[src/rtl/qspi_master.sv]
// Quad-SPI master: turns one 1-4 byte memory request into a nibble stream toward
// a continuous-read flash or one of two PSRAMs, and returns read data plus a done pulse.
module qspi_master (
  input  logic        i_clk,
  input  logic        i_rst,
  input  logic        i_start,
  input  logic        i_is_write,
  input  logic [1:0]  i_target,
  input  logic [23:0] i_addr,
  input  logic [1:0]  i_len,
  input  logic [31:0] i_wdata,
  output logic        o_ready,
  output logic [31:0] o_rdata,
  output logic        o_done,
  output logic        o_err,
  output logic        o_qspi_clk,
  output logic        o_qspi_flash_select,
  output logic        o_qspi_ram_a_select,
  output logic        o_qspi_ram_b_select,
  output logic [3:0]  o_qspi_data_out,
  output logic [3:0]  o_qspi_data_oe,
  input  logic [3:0]  i_qspi_data_in
);

  typedef enum logic [2:0] {
    S_IDLE  = 3'd0,
    S_CMD   = 3'd1,
    S_ADDR  = 3'd2,
    S_MODE  = 3'd3,
    S_DUMMY = 3'd4,
    S_DATA  = 3'd5,
    S_DESEL = 3'd6,
    S_ERR   = 3'd7
  } state_t;

  state_t      r_state;
  logic [2:0]  r_cnt;
  logic        r_is_write;
  logic        r_is_flash;
  logic [23:0] r_addr;
  logic [1:0]  r_len;
  logic [31:0] r_wdata;
  logic        r_ready;
  logic [31:0] r_rdata;
  logic        r_done;
  logic        r_err;
  logic        r_qspi_clk;
  logic [2:0]  r_sel;
  logic [3:0]  r_data_out;
  logic [3:0]  r_data_oe;

  logic        w_reject;
  state_t      w_first;
  logic [5:0]  w_nxt;
  state_t      w_nstate;
  logic [2:0]  w_ncnt;
  logic [31:0] w_sample;

  // Nibble driven for position cnt of a given phase.
  function automatic logic [3:0] f_nib(input state_t st, input logic [2:0] cnt,
                                       input logic is_write, input logic [23:0] addr,
                                       input logic [31:0] wdata);
    logic [7:0]  cmd;
    logic [23:0] ash;
    logic [31:0] wsh;
    logic [3:0]  nib;
    cmd = is_write ? 8'h02 : 8'h0B;
    ash = addr >> (5'd20 - {cnt, 2'b00});
    wsh = wdata >> {cnt[2:1], ~cnt[0], 2'b00};
    nib = 4'h0;
    case (st)
      S_CMD:   nib = (cnt == 3'd0) ? cmd[7:4] : cmd[3:0];
      S_ADDR:  nib = ash[3:0];
      S_MODE:  nib = (cnt == 3'd0) ? 4'hA : 4'h0;
      S_DATA:  nib = is_write ? wsh[3:0] : 4'h0;
      default: nib = 4'h0;
    endcase
    return nib;
  endfunction

  function automatic logic f_oe(input state_t st, input logic is_write);
    logic oe;
    case (st)
      S_CMD, S_ADDR, S_MODE: oe = 1'b1;
      S_DATA:                oe = is_write;
      default:               oe = 1'b0;
    endcase
    return oe;
  endfunction

  // Successor {state, count} after the nibble at (st, cnt); empty phases are skipped.
  function automatic logic [5:0] f_next(input state_t st, input logic [2:0] cnt,
                                        input logic is_write, input logic is_flash,
                                        input logic [1:0] len);
    logic [5:0] nx;
    nx = {S_DESEL, 3'd0};
    case (st)
      S_CMD: begin
        if (cnt == 3'd1) nx = {S_ADDR, 3'd0};
        else             nx = {S_CMD, cnt + 3'd1};
      end
      S_ADDR: begin
        if (cnt != 3'd5)  nx = {S_ADDR, cnt + 3'd1};
        else if (is_flash) nx = {S_MODE, 3'd0};
        else if (is_write) nx = {S_DATA, 3'd0};
        else               nx = {S_DUMMY, 3'd0};
      end
      S_MODE: begin
        if (cnt == 3'd1) nx = {S_DUMMY, 3'd0};
        else             nx = {S_MODE, cnt + 3'd1};
      end
      S_DUMMY: begin
        if (cnt == 3'd3) nx = {S_DATA, 3'd0};
        else             nx = {S_DUMMY, cnt + 3'd1};
      end
      S_DATA: begin
        if (cnt == {len, 1'b1}) nx = {S_DESEL, 3'd0};
        else                    nx = {S_DATA, cnt + 3'd1};
      end
      default: nx = {S_DESEL, 3'd0};
    endcase
    return nx;
  endfunction

  assign w_reject = (i_target == 2'd3) || ((i_target == 2'd0) && i_is_write);
  assign w_first  = (i_target == 2'd0) ? S_ADDR : S_CMD;
  assign w_nxt    = f_next(r_state, r_cnt, r_is_write, r_is_flash, r_len);
  assign w_nstate = state_t'(w_nxt[5:3]);
  assign w_ncnt   = w_nxt[2:0];
  // Read byte k lands in rdata[8k+7:8k], high nibble received first.
  assign w_sample = {28'd0, i_qspi_data_in} << {r_cnt[2:1], ~r_cnt[0], 2'b00};

  // Sequencer: request capture, nibble phases, read assembly and completion.
  always_ff @(posedge i_clk) begin
    if (i_rst) begin
      r_state    <= S_IDLE;
      r_cnt      <= 3'd0;
      r_is_write <= 1'b0;
      r_is_flash <= 1'b0;
      r_addr     <= 24'd0;
      r_len      <= 2'd0;
      r_wdata    <= 32'd0;
      r_ready    <= 1'b1;
      r_rdata    <= 32'd0;
      r_done     <= 1'b0;
      r_err      <= 1'b0;
      r_qspi_clk <= 1'b0;
      r_sel      <= 3'b111;
      r_data_out <= 4'h0;
      r_data_oe  <= 4'h0;
    end else begin
      r_done <= 1'b0;
      r_err  <= 1'b0;
      case (r_state)
        S_IDLE: begin
          if (i_start) begin
            r_is_write <= i_is_write;
            r_is_flash <= (i_target == 2'd0);
            r_addr     <= i_addr;
            r_len      <= i_len;
            r_wdata    <= i_wdata;
            r_ready    <= 1'b0;
            r_cnt      <= 3'd0;
            if (w_reject) begin
              r_state <= S_ERR;
              r_err   <= 1'b1;
            end else begin
              r_state    <= w_first;
              r_qspi_clk <= 1'b0;
              r_data_out <= f_nib(w_first, 3'd0, i_is_write, i_addr, i_wdata);
              r_data_oe  <= {4{f_oe(w_first, i_is_write)}};
              case (i_target)
                2'd0:    r_sel <= 3'b110;
                2'd1:    r_sel <= 3'b101;
                2'd2:    r_sel <= 3'b011;
                default: r_sel <= 3'b111;
              endcase
              if (!i_is_write) begin
                r_rdata <= 32'd0;
              end
            end
          end
        end
        S_ERR, S_DESEL: begin
          r_state <= S_IDLE;
          r_ready <= 1'b1;
        end
        default: begin
          if (!r_qspi_clk) begin
            r_qspi_clk <= 1'b1;
            if ((r_state == S_DATA) && !r_is_write) begin
              r_rdata <= r_rdata | w_sample;
            end
          end else begin
            r_qspi_clk <= 1'b0;
            r_state    <= w_nstate;
            r_cnt      <= w_ncnt;
            if (w_nstate == S_DESEL) begin
              r_sel      <= 3'b111;
              r_data_out <= 4'h0;
              r_data_oe  <= 4'h0;
              r_done     <= 1'b1;
            end else begin
              r_data_out <= f_nib(w_nstate, w_ncnt, r_is_write, r_addr, r_wdata);
              r_data_oe  <= {4{f_oe(w_nstate, r_is_write)}};
            end
          end
        end
      endcase
    end
  end

  assign o_ready             = r_ready;
  assign o_rdata             = r_rdata;
  assign o_done              = r_done;
  assign o_err               = r_err;
  assign o_qspi_clk          = r_qspi_clk;
  assign o_qspi_flash_select = r_sel[0];
  assign o_qspi_ram_a_select = r_sel[1];
  assign o_qspi_ram_b_select = r_sel[2];
  assign o_qspi_data_out     = r_data_out;
  assign o_qspi_data_oe      = r_data_oe;

endmodule

[config.mk]
export PLATFORM = sky130hd
export DESIGN_NAME = qspi_master
export DESIGN_NICKNAME = d
export VERILOG_FILES = /design/src/rtl/qspi_master.sv
export SDC_FILE = /design/constraint.sdc
export NUM_CORES = 1
export LEC_CHECK = 0
export ABC_CLOCK_PERIOD_IN_PS = 2900
export CORE_ASPECT_RATIO = 1.2
export CORE_MARGIN = 2
export CORE_UTILIZATION = 40
export DETAILED_ROUTE_END_ITERATION = 10
export PLACE_DENSITY = 0.69
export RECOVER_POWER = 100
export SLEW_MARGIN = 30
export SYNTH_ARGS = -nofsm -noshare
export SYNTH_HDL_FRONTEND = slang
export SYNTH_SLANG_ARGS = --single-unit
[constraint.sdc]
create_clock -name i_clk -period 2.9 [get_ports i_clk]
set_input_delay 0.29 -clock i_clk [delete_from_list [all_inputs] [get_ports i_clk]]
set_output_delay 0.29 -clock i_clk [all_outputs]
set_load 0.03 [all_outputs]
==> impl_metrics.ini <==
[yosys]
ys_warn_count = 0
avgSynthCellArea_um2 = 7.94
synth_edf_count = 0
synth_common_cells = nand2_1, dfxtp_1, a21oi_1, nor2_1, mux2i_1
postSynth.asyncResetShare_pct = 0
ys_seq_area_share_pct = 44.7
synth_cells = 620
ys.flop_type = dfxtp_1
post-synth-top-count-cell = nand2_1
yosysUniqueCellTypes = 54
synth_seq_cells = 110
synth_top_area_share_pct = 44.7
ys_top_cells_by_area = dfxtp_1, nand2_1, a21oi_1, mux2i_1, nor2_1
syn_nets = 692
yosys.area.top_type = dfxtp_1
synth_area_mm2 = 0.00492

[clock_network]
numCtsBuffers = 9
clockRootBuffer = clkbuf_16
clock_latency_ns = 0.35
cts_max_path_buffers = 2
cts_tree = yes
clk_pin_slew_ns = 0.07
numClockSinks = 110
hold_buffers = 0
cts-htree-levels = 3

[layout]
fill_cells = 1131
area_growth_syn_to_layout_pct = 31.9
diodes = 0
register_area_mm2 = 0.00220
nets = 797
multi_input_area_mm2 = 0.00249
drive_above_1_share_pct = 6.58

[floorplan]
start_util_pct = 40.8
ios = 115
die_w_um = 105
die_area_mm2 = 0.0132
core_mm2 = 0.0121
core.rowCount = 44
dieHeight_um = 126

[critical_path]
crit_type = reg2reg
crit_end = o_qspi_data_out[3]$_SDFFE_PP0P_
r2r_cells = 9
r2r-end = o_qspi_data_out[3]$_SDFFE_PP0P_
crit_fanout = 14
r2r_setup_slack_ns = 0.16
worstSetupStartpointType = flip-flop
worstPathArrival_ns = 3.01
reg2reg_from = r_state[0]$_SDFFE_PP0P_
cp-startpoint = r_state[0]$_SDFFE_PP0P_
worstPathRequired_ns = 3.17
crit_path_end_kind = flip-flop

[power]
p_per_area_mw_per_mm2 = 773
ir_drop_v = 0.000321
switching_power_mw = 1.95
cellLeakagePower_nw = 2.58
p_seq_share_pct = 37.7
internal_power_mw = 3.08
power_mw = 5.03
sw_frac_of_total_pct = 38.7
p_comb_share_pct = 38.9
power_frac_clock_pct = 23.3

[sta]
fin_skew_ns = 0.00900
fmax_mhz = 364
rsz0062_at_grt = no
hold_viol_final = 0
tns_ns = 0
worstMarginPinSlew_ns = 1.17
holdWs_ns = 0.365
slew_headroom_pct = 21.7
setup_viol = 0
drv_slew = 0
fin_ws_ns = 0.155
timing.final.crit_share_pct = 94.6
finalCriticalPeriod_ns = 2.74

[global_routing]
antenna_found_initial = 0
grtUsageTotal_pct = 20.9
grt_pass1_wl_um = 22300
grt_overflow = 0
grt_pass1_vias = 4458
grt_max_degree = 73

[placed_design]
dpl_worst_slack_ns = 0.197
port_buffers = 114
dp_hpwl_um = 9880
globalplace.congestion = 0.940

[routing]
post_drt_wl_per_cell_um = 15.4
via_per_inst = 5.29
num_vias = 4711
drt-initial-drc-count = 346
detail_route.first_pass.iterations = 5
drc = 0
drt-total-wl_um = 13800
drtAntennaViolNets = 0

[run]
cap_violations = 0

[run_status]
status = complete, no violations

[min_path]
holdCritPathClass = in2reg
==> area by class of cell <==
class,count,share of cell area (%)
multi-input cells,458,38.3
well taps,161,3.10
inverters,10,0.578
clock buffers,11,3.74
flip-flops and latches,110,33.9
clock inverters,5,0.597
repair buffers,136,19.8
==> stage by stage <==
step / area (um2) / instances / utilization [%]
after CTS: 6530 / 891 / 54.1
after global routing: 6500 / 891 / 53.9
after global placement: 6240 / 875 / 51.8
after detailed placement: 6240 / 875 / 51.8
final: 6500 / 891 / 53.9
after floorplan: 4920 / 620 / -
==> worst min path at each step <==
| stage | start | endpoint | cells after the start | slack [ns] |
|---|---|---|---|---|
| after global routing | i_rst | r_sel[1]$_SDFFE_PP1P_ | 3 | 0.37 |
| after CTS | i_rst | r_sel[1]$_SDFFE_PP1P_ | 3 | 0.34 |
| after detailed placement | r_addr[23]$_SDFFE_PP0P_ | r_addr[23]$_SDFFE_PP0P_ | 2 | 0.45 |
| after global placement | r_addr[23]$_SDFFE_PP0P_ | r_addr[23]$_SDFFE_PP0P_ | 2 | 0.44 |
| after floorplan | i_addr[9] | r_addr[9]$_SDFFE_PP0P_ | 2 | 0.43 |
| final | i_rst | r_sel[1]$_SDFFE_PP1P_ | 3 | 0.37 |
==> cell usage in the layout, fill, tap and decap left out, types with 8 or more instances in the layout <==
cell type / synthesis / layout
nand3_1: 14 / 14
clkdlybuf4s50_1: 0 / 66
dfxtp_1: 110 / 110
dlygate4sd3_1: 0 / 47
clkbuf_16: 0 / 9
buf_4: 9 / 13
inv_1: 8 / 8
mux2i_1: 25 / 25
a21oi_1: 106 / 106
nor2_1: 62 / 62
nor3_1: 11 / 11
nand2_1: 142 / 141
==> state kept, by name (all words and copies together) (netlist names) <==
register         count
r_sel                3
o_qspi_data_oe       1
r_state              3
o_rdata             32
r_cnt                3
o_qspi_clk           1
o_ready              1
r_len                2
r_addr              24
r_is_flash           1
o_err                1
r_wdata             32
r_is_write           1
o_qspi_data_out      4
o_done               1
==> critical path, cell delays in order (launching register included) <==
cell       delay, ns
dfxtp_1         0.40
buf_4           0.22
o21bai_1        0.28
a211o_1         0.19
o31a_1          0.39
buf_2           0.32
a211oi_1        0.07
a2111oi_0       0.46
a31oi_1         0.12
a311oi_2        0.20
==> cells by family after synthesis <==
kind of cell    Yosys count  synth area share, %
fa+ha+maj                 4                 1.02
mux                      26                 5.54
flops                   110                 44.7
buf+inv                  52                 5.08
simple gates            263                 22.8
xor+xnor                  4                0.711
compound gates          161                 20.1
==> metal layers <==
| layer | track usage, % | routed length, um | vias up |
|---|---|---|---|
| met4 | 5.80 | 170 | 0 |
| met2 | 32.5 | 6290 | 186 |
| met5 | 0 | 0 | - |
| met1 | 29.0 | 6340 | 2170 |
| li1 | - | - | 2342 |
| met3 | 4.64 | 960 | 13 |
==> what timing repair did <==
action / CTS / global route
setup buffers: 0 / 0
endpoints found under the setup margin: 0 / 3
resized for setup: 0 / 3
==> power groups by stage <==
stage / Sequential (mW) / Combinational (mW) / Clock, mW
floorplan: 1.97 / 1.28 / 0
global placement: 1.93 / 1.96 / 0
detailed placement: 1.93 / 1.99 / 0
CTS: 1.90 / 2.00 / 1.20
global route: 1.93 / 2.14 / 1.26
finish: 1.90 / 1.96 / 1.17
No activity file was read; power rests on OpenSTA's default activity.
